`src/rtl/alu_pkg.sv`:
```
// alu_pkg: op encoding, FSM states and helpers shared by the multi-cycle ALU.
package alu_pkg;
  localparam logic [3:0] OP_ADD   = 4'd0;
  localparam logic [3:0] OP_SUB   = 4'd1;
  localparam logic [3:0] OP_AND   = 4'd2;
  localparam logic [3:0] OP_OR    = 4'd3;
  localparam logic [3:0] OP_XOR   = 4'd4;
  localparam logic [3:0] OP_SLL   = 4'd5;
  localparam logic [3:0] OP_SRL   = 4'd6;
  localparam logic [3:0] OP_SRA   = 4'd7;
  localparam logic [3:0] OP_SLT   = 4'd8;
  localparam logic [3:0] OP_SLTU  = 4'd9;
  localparam logic [3:0] OP_MUL   = 4'd10;
  localparam logic [3:0] OP_MULHU = 4'd11;
  localparam logic [3:0] OP_DIVU  = 4'd12;
  localparam logic [3:0] OP_REMU  = 4'd13;
  typedef enum logic [3:0] {
    ALU_ADD   = OP_ADD,
    ALU_SUB   = OP_SUB,
    ALU_AND   = OP_AND,
    ALU_OR    = OP_OR,
    ALU_XOR   = OP_XOR,
    ALU_SLL   = OP_SLL,
    ALU_SRL   = OP_SRL,
    ALU_SRA   = OP_SRA,
    ALU_SLT   = OP_SLT,
    ALU_SLTU  = OP_SLTU,
    ALU_MUL   = OP_MUL,
    ALU_MULHU = OP_MULHU,
    ALU_DIVU  = OP_DIVU,
    ALU_REMU  = OP_REMU,
    ALU_RSV14 = 4'd14,
    ALU_RSV15 = 4'd15
  } alu_op_e;
  typedef enum logic [1:0] {IDLE, BUSY, DONE} alu_state_e;
  function automatic logic is_multicycle(input alu_op_e op);
    return op inside {ALU_MUL, ALU_MULHU, ALU_DIVU, ALU_REMU};
  endfunction
endpackage

```
`src/rtl/alu_multicycle_if.sv`:
```
// alu_multicycle_if: operand/result valid-ready bus of the multi-cycle ALU.
interface alu_multicycle_if #(
  parameter int DATA_WIDTH = 32,
  parameter int OP_WIDTH   = 4
);
  logic                  in_valid;
  logic                  in_ready;
  logic [OP_WIDTH-1:0]   op_ctrl;
  logic [DATA_WIDTH-1:0] op1;
  logic [DATA_WIDTH-1:0] op2;
  logic                  out_valid;
  logic                  out_ready;
  logic [DATA_WIDTH-1:0] alu_out;
  logic                  eq;
  logic                  lt;
  logic                  ltu;
  logic                  illegal;
  modport master (
    output in_valid, op_ctrl, op1, op2, out_ready,
    input  in_ready, out_valid, alu_out, eq, lt, ltu, illegal
  );
  modport slave (
    input  in_valid, op_ctrl, op1, op2, out_ready,
    output in_ready, out_valid, alu_out, eq, lt, ltu, illegal
  );
endinterface

```
`src/rtl/alu_muldiv_seq.sv`:
```
// alu_muldiv_seq: iterative shift-add multiply / restoring divide, one bit per cycle (only built with ALU_MULDIV_EN).
`ifdef ALU_MULDIV_EN
module alu_muldiv_seq
  import alu_pkg::*;
#(
  parameter int DATA_WIDTH = 32
) (
  input  logic                  clk,
  input  logic                  rst_n,
  input  logic                  start,
  input  alu_op_e               op,
  input  logic [DATA_WIDTH-1:0] a,
  input  logic [DATA_WIDTH-1:0] b,
  output logic                  done,
  output logic [DATA_WIDTH-1:0] result
);
  localparam int CW = $clog2(DATA_WIDTH + 1);
  localparam logic [CW-1:0] LAST = CW'(DATA_WIDTH);
  logic [CW-1:0] cnt;
  alu_op_e op_r;
  logic [DATA_WIDTH-1:0] b_r, hi, lo, b_c, hi_c, lo_c, hi_n, lo_n;
  logic [DATA_WIDTH:0] sum, t, diff;
  logic is_div, ge;
  // The start cycle already performs the first step on the fresh operands.
  always_comb begin
    b_c = start ? b : b_r;
    hi_c = start ? '0 : hi;
    lo_c = start ? a : lo;
    is_div = (start ? op : op_r) inside {ALU_DIVU, ALU_REMU};
    sum = {1'b0, hi_c} + (lo_c[0] ? {1'b0, b_c} : '0);
    t = {hi_c, lo_c[DATA_WIDTH-1]};
    ge = t >= {1'b0, b_c};
    diff = t - {1'b0, b_c};
    hi_n = is_div ? (ge ? diff[DATA_WIDTH-1:0] : t[DATA_WIDTH-1:0]) : sum[DATA_WIDTH:1];
    lo_n = is_div ? {lo_c[DATA_WIDTH-2:0], ge} : {sum[0], lo_c[DATA_WIDTH-1:1]};
  end
  always_ff @(posedge clk or negedge rst_n) begin
    if (!rst_n) begin
      cnt <= '0;
      op_r <= ALU_MUL;
      b_r <= '0;
      hi <= '0;
      lo <= '0;
    end else if (start) begin
      cnt <= CW'(1);
      op_r <= op;
      b_r <= b;
      hi <= hi_n;
      lo <= lo_n;
    end else if (cnt != '0 && cnt != LAST) begin
      cnt <= cnt + 1'b1;
      hi <= hi_n;
      lo <= lo_n;
    end
  end
  assign done = cnt == LAST;
  assign result = op_r inside {ALU_MUL, ALU_DIVU} ? lo : hi;
endmodule
`endif

```
`src/rtl/alu_multicycle.sv`:
```
// alu_multicycle: RV32I ALU with registered result/flags and valid/ready handshake.
// Define ALU_MULDIV_EN to add the iterative MUL/MULHU/DIVU/REMU engine; otherwise those ops are illegal.
module alu_multicycle
  import alu_pkg::*;
#(
  parameter int DATA_WIDTH = 32,
  parameter int OP_WIDTH   = 4,
  parameter int SHAMT_W    = $clog2(DATA_WIDTH)
) (
  input logic clk,
  input logic rst_n,
  alu_multicycle_if.slave bus
);
  alu_state_e state, state_n;
  alu_op_e op;
  logic [OP_WIDTH-1:0] op_raw;
  logic rdy_en, accept, multi, legal, done, eq_c, lt_c, ltu_c;
  logic [DATA_WIDTH-1:0] res, mres;
  logic [SHAMT_W-1:0] shamt;
  assign op_raw = bus.op_ctrl;
  assign op = alu_op_e'(op_raw);
  assign shamt = bus.op2[SHAMT_W-1:0];
  assign accept = bus.in_valid && bus.in_ready;
  assign eq_c = bus.op1 == bus.op2;
  assign lt_c = $signed(bus.op1) < $signed(bus.op2);
  assign ltu_c = bus.op1 < bus.op2;
`ifdef ALU_MULDIV_EN
  assign multi = is_multicycle(op);
  assign legal = op <= ALU_REMU;
  alu_muldiv_seq #(.DATA_WIDTH(DATA_WIDTH)) u_muldiv (
    .clk(clk),
    .rst_n(rst_n),
    .start(accept && multi),
    .op(op),
    .a(bus.op1),
    .b(bus.op2),
    .done(done),
    .result(mres)
  );
`else
  assign multi = 1'b0;
  assign legal = op <= ALU_SLTU;
  assign done = 1'b0;
  assign mres = '0;
`endif
  // rdy_en keeps in_ready low until the first edge after reset release.
  always_ff @(posedge clk or negedge rst_n) begin
    if (!rst_n) begin
      state <= IDLE;
      rdy_en <= 1'b0;
    end else begin
      state <= state_n;
      rdy_en <= 1'b1;
    end
  end
  always_comb begin
    state_n = state == IDLE ? (accept ? (multi ? BUSY : DONE) : IDLE) :
              state == BUSY ? (done ? DONE : BUSY) :
              (bus.out_ready ? IDLE : DONE);
  end
  always_comb begin
    bus.in_ready = rdy_en && state == IDLE;
    bus.out_valid = state == DONE;
  end
  always_comb begin
    res = '0;
    case (op)
      ALU_ADD:  res = bus.op1 + bus.op2;
      ALU_SUB:  res = bus.op1 - bus.op2;
      ALU_AND:  res = bus.op1 & bus.op2;
      ALU_OR:   res = bus.op1 | bus.op2;
      ALU_XOR:  res = bus.op1 ^ bus.op2;
      ALU_SLL:  res = bus.op1 << shamt;
      ALU_SRL:  res = bus.op1 >> shamt;
      ALU_SRA:  res = DATA_WIDTH'($signed(bus.op1) >>> shamt);
      ALU_SLT:  res = {{(DATA_WIDTH-1){1'b0}}, lt_c};
      ALU_SLTU: res = {{(DATA_WIDTH-1){1'b0}}, ltu_c};
      default:  res = '0;
    endcase
  end
  // Flags are latched at accept so they sit beside the result however long it takes.
  always_ff @(posedge clk or negedge rst_n) begin
    if (!rst_n) begin
      bus.alu_out <= '0;
      bus.eq <= 1'b0;
      bus.lt <= 1'b0;
      bus.ltu <= 1'b0;
      bus.illegal <= 1'b0;
    end else if (accept) begin
      bus.eq <= eq_c;
      bus.lt <= lt_c;
      bus.ltu <= ltu_c;
      bus.illegal <= !legal;
      if (!multi) bus.alu_out <= legal ? res : '0;
    end else if (state == BUSY && done) begin
      bus.alu_out <= mres;
    end
  end
endmodule

```
`src/flat_wrapper.sv`:
```
// flat-port wrapper written by rule: the top's interface ports become plain ports
module alu_multicycle_flat import alu_pkg::*;
#(
  parameter int DATA_WIDTH = 32,
  parameter int OP_WIDTH   = 4,
  parameter int SHAMT_W    = $clog2(DATA_WIDTH)
)
  (clk, rst_n, bus_in_valid, bus_op_ctrl, bus_op1, bus_op2, bus_out_ready, bus_in_ready, bus_out_valid, bus_alu_out, bus_eq, bus_lt, bus_ltu, bus_illegal);
  alu_multicycle_if #(.DATA_WIDTH(DATA_WIDTH), .OP_WIDTH(OP_WIDTH)) bus_i ();
  input logic clk;
  input logic rst_n;
  input wire logic [$bits(bus_i.in_valid)-1:0] bus_in_valid;
  input wire logic [$bits(bus_i.op_ctrl)-1:0] bus_op_ctrl;
  input wire logic [$bits(bus_i.op1)-1:0] bus_op1;
  input wire logic [$bits(bus_i.op2)-1:0] bus_op2;
  input wire logic [$bits(bus_i.out_ready)-1:0] bus_out_ready;
  output wire logic [$bits(bus_i.in_ready)-1:0] bus_in_ready;
  output wire logic [$bits(bus_i.out_valid)-1:0] bus_out_valid;
  output wire logic [$bits(bus_i.alu_out)-1:0] bus_alu_out;
  output wire logic [$bits(bus_i.eq)-1:0] bus_eq;
  output wire logic [$bits(bus_i.lt)-1:0] bus_lt;
  output wire logic [$bits(bus_i.ltu)-1:0] bus_ltu;
  output wire logic [$bits(bus_i.illegal)-1:0] bus_illegal;
  assign bus_i.in_valid = bus_in_valid;
  assign bus_i.op_ctrl = bus_op_ctrl;
  assign bus_i.op1 = bus_op1;
  assign bus_i.op2 = bus_op2;
  assign bus_i.out_ready = bus_out_ready;
  assign bus_in_ready = bus_i.in_ready;
  assign bus_out_valid = bus_i.out_valid;
  assign bus_alu_out = bus_i.alu_out;
  assign bus_eq = bus_i.eq;
  assign bus_lt = bus_i.lt;
  assign bus_ltu = bus_i.ltu;
  assign bus_illegal = bus_i.illegal;
  alu_multicycle #(.DATA_WIDTH(DATA_WIDTH), .OP_WIDTH(OP_WIDTH), .SHAMT_W(SHAMT_W)) u_core (.clk(clk), .rst_n(rst_n), .bus(bus_i));
endmodule
```
`config.mk`:
```
export PLATFORM = sky130hd
export DESIGN_NAME = alu_multicycle_flat
export DESIGN_NICKNAME = d
export VERILOG_FILES = /design/src/rtl/alu_pkg.sv /design/src/rtl/alu_multicycle_if.sv /design/src/rtl/alu_muldiv_seq.sv /design/src/rtl/alu_multicycle.sv /design/src/flat_wrapper.sv
export SDC_FILE = /design/constraint.sdc
export NUM_CORES = 1
export LEC_CHECK = 0
export CORE_UTILIZATION = 43
export DETAILED_ROUTE_END_ITERATION = 10
export HOLD_SLACK_MARGIN = 0.06
export SLEW_MARGIN = 0
export SYNTH_ARGS = -nofsm -noshare
export SYNTH_HDL_FRONTEND = slang
export SYNTH_SLANG_ARGS = --single-unit
```
`constraint.sdc`:
```
create_clock -name clk -period 6.1 [get_ports clk]
set_clock_uncertainty 0.05 [all_clocks]
set_input_delay 0.915 -clock clk [delete_from_list [all_inputs] [get_ports clk]]
set_output_delay 0.915 -clock clk [all_outputs]
set_load 0.005 [all_outputs]
```
==> metrics.txt <==
status=finished clean; fmax=213 MHz; initial antenna violation count=1; ANT nets after route=0; root buffer cell=clkbuf_16; # placed instances=1691; grt total ovfl=0; most frequent cells in the layout=nor2_1 (153), a21oi_1 (126), nand2_1 (121), clkdlybuf4s50_1 (104), o21ai_0 (102); I/O Buffers=109; Die Y=155 um; TNS Setup=0 ns; Die X-Extent=155 um; commonest non-fill, non-tap cell in the layout=nor2_1; sequential area share after synthesis=0.0968; Syn Area/Cell=7.57 um2; vias in the first global route=10400; library cells used by synthesis=85; met1 usage=0.533; Reg-to-Reg End=u_core.bus.alu_out[27]; drt wl/cell=27.0 um; grt peak-use layer=met2; DRT Pass-1 Iters=8; area of the multi-input gates=8250 um2; r2r startpoint=u_core.state[0]; leak pwr=4.76 nW; Ys Warns=0; postcts setup bufs=0; starting DRC count in detailed routing=1631; first-pass GRT wire length=68000 um; PwrDens=147 nW/um2; min cycle time layout=4.69 ns; top fanout value on the critical path=12; nets=1558; synthesis-to-finish area growth=13.9%; # hold bufs at CTS=0; placement row count=55; Clk Latency, worst-skew pair=0.28 ns; RSZ-0062 raised after global routing=no; reg2reg path depth=7; Worst Setup Start Kind=input port; CTS clk-pin slew, worst paths=0.06 ns; met3 Track Usage GR=0.0546; All-Layer GR Usage=0.377; # IOs=110; CP endpoint kind=register; clk sink count=39; Worst Path Arrival=4.87 ns; period utilization=0.769; post-layout util=0.503; DP Area=11300 um2; DRC errors left=0; vias per inst=6.87; CP Buf/Inv Count=3; setup slack, reg-to-reg=3.30 ns; Syn Inst Count=1332; pins over their slew limit=0; fin area=11500 um2; Mapped Area=10100 um2; CTS Buf Count=5; via count=11700; Worst Path Required=6.27 ns; worst setup margin=1.41 ns; Worst Hold Path EP=u_core.state[0]; critical path class=in -> reg; post-synth top area share=0.132; routability cong.=1.08; Slew @ Worst Pin=0.921 ns; Initial Util=0.442; area leader, netlist=mux4_2; Slew Limit Headroom=0.386; non-filler cells, final=1699; Synth Flop Type=dfrtp_1; die area=24100 um2; fill count=2366; Core Area=22800 um2; delay-heaviest family, CP=compound AO/OA/AOI/OAI gates; maxcap violations=0; min-delay worst type=reg -> reg; largest net degree at the start of global routing=67; endpoints failing setup=0; worst path cell trace=clkdlybuf4s50_1 -> inv_1 -> ha_1 -> inv_1 -> a21oi_1 -> o31ai_1 -> a221oi_4 -> o211ai_1 -> a211oi_2 -> o21ai_1 -> o41ai_1 -> a22o_1; WHS Path Cells=1; TritonCTS clock tree=yes; ys async rst share=1.00; Detailed Place HPWL=35600 um; top cells by area, synth=mux4_2 (13%), ha_1 (12%), dfrtp_1 (9.7%), a21oi_1 (6.3%), nor2_1 (5.7%); Crit path top cell by count=inv_1; endpoints failing hold=0; Post-synth EDFFs=0; share of cells above drive strength 1=0.103; htree depth=2; n_diodes=0; Max clock buf depth=2; Post-Place Setup Slack=1.22 ns; Slowest cell on crit path=clkdlybuf4s50_1; PostCTS Resize Cnt=0; Hold Path Origin=u_core.state[1]; Seq cells post-synth=39; Post-Syn Nets=1505; max incr delay on CP=0.74 ns; met2 GRT Util=0.570; register area=976 um2; final WL=45800 um; VDD IR max=0.112 mV
## registers in the layout, summed over array words and instances, names as in the netlist
name	count
u_core.bus.eq	1
u_core.rdy_en	1
u_core.bus.alu_out	32
u_core.bus.lt	1
u_core.bus.ltu	1
u_core.state	2
u_core.bus.illegal	1
## Yosys cell counts, types with 22 or more instances
cell type	count
nor2_1	153
o21ai_0	102
inv_1	88
nand2_1	121
a221oi_1	27
dfrtp_1	39
a21o_1	22
a21oi_1	126
mux2i_1	31
ha_1	99
clkbuf_1	61
mux4_2	59
## power breakdown
group	total, mW	internal (mW)	switching (mW)
Sequential	0.319	0.296	0.0236
Combinational	1.05	0.426	0.628
Clock	0.319	0.204	0.115
## kinds of logic after synthesis
| group | count (synthesis) | synth area share |
|---|---|---|
| AOI/OAI and AO/OA | 493 | 0.333 |
| xor gates and xnor gates | 12 | 0.0104 |
| DFF | 39 | 0.0968 |
| and+or+nand+nor | 395 | 0.175 |
| buffers and inverters | 193 | 0.0863 |
| other | 1 | 0.000372 |
| adders and majority gates | 101 | 0.127 |
| muxes | 98 | 0.171 |
## worst max-delay path by stage
stage	start	end	slack [ns]	depth (start not counted)
3_5_place_dp	bus_op1[10]	u_core.bus.alu_out[25]	1.22	12
3_3_place_gp	bus_op1[10]	u_core.bus.alu_out[25]	1.29	12
4_1_cts	bus_op1[10]	u_core.bus.alu_out[25]	1.52	12
5_1_grt	bus_op1[9]	u_core.bus.alu_out[0]	1.28	12
2_1_floorplan	bus_op2[2]	u_core.bus.alu_out[0]	1.70	15
6_report	bus_op1[9]	u_core.bus.alu_out[0]	1.41	12
## metrics by stage
step           hold WS [ns]  power (mW)
2_1_floorplan         0.376       0.948
3_3_place_gp          0.384        1.34
5_1_grt               0.440        1.77
6_report              0.401        1.69
3_5_place_dp          0.394        1.34
4_1_cts               0.399        1.66
## metal layers
| layer | wire length, um | part of all wire |
|---|---|---|
| met1 | 18600 | 0.41 |
| met5 | 17 | 0.00037 |
| met3 | 5200 | 0.11 |
| met4 | 2340 | 0.051 |
| met2 | 19600 | 0.43 |
## layout make-up
type / count / share of cell area
repair buffers: 147 / 0.118
multi-input cells: 1100 / 0.718
clock inverters: 2 / 0.00305
inverters: 92 / 0.0300
flip-flops and latches: 39 / 0.0849
clock buffers: 6 / 0.0121
well taps: 313 / 0.0341
(Power assumes the default switching activity.)
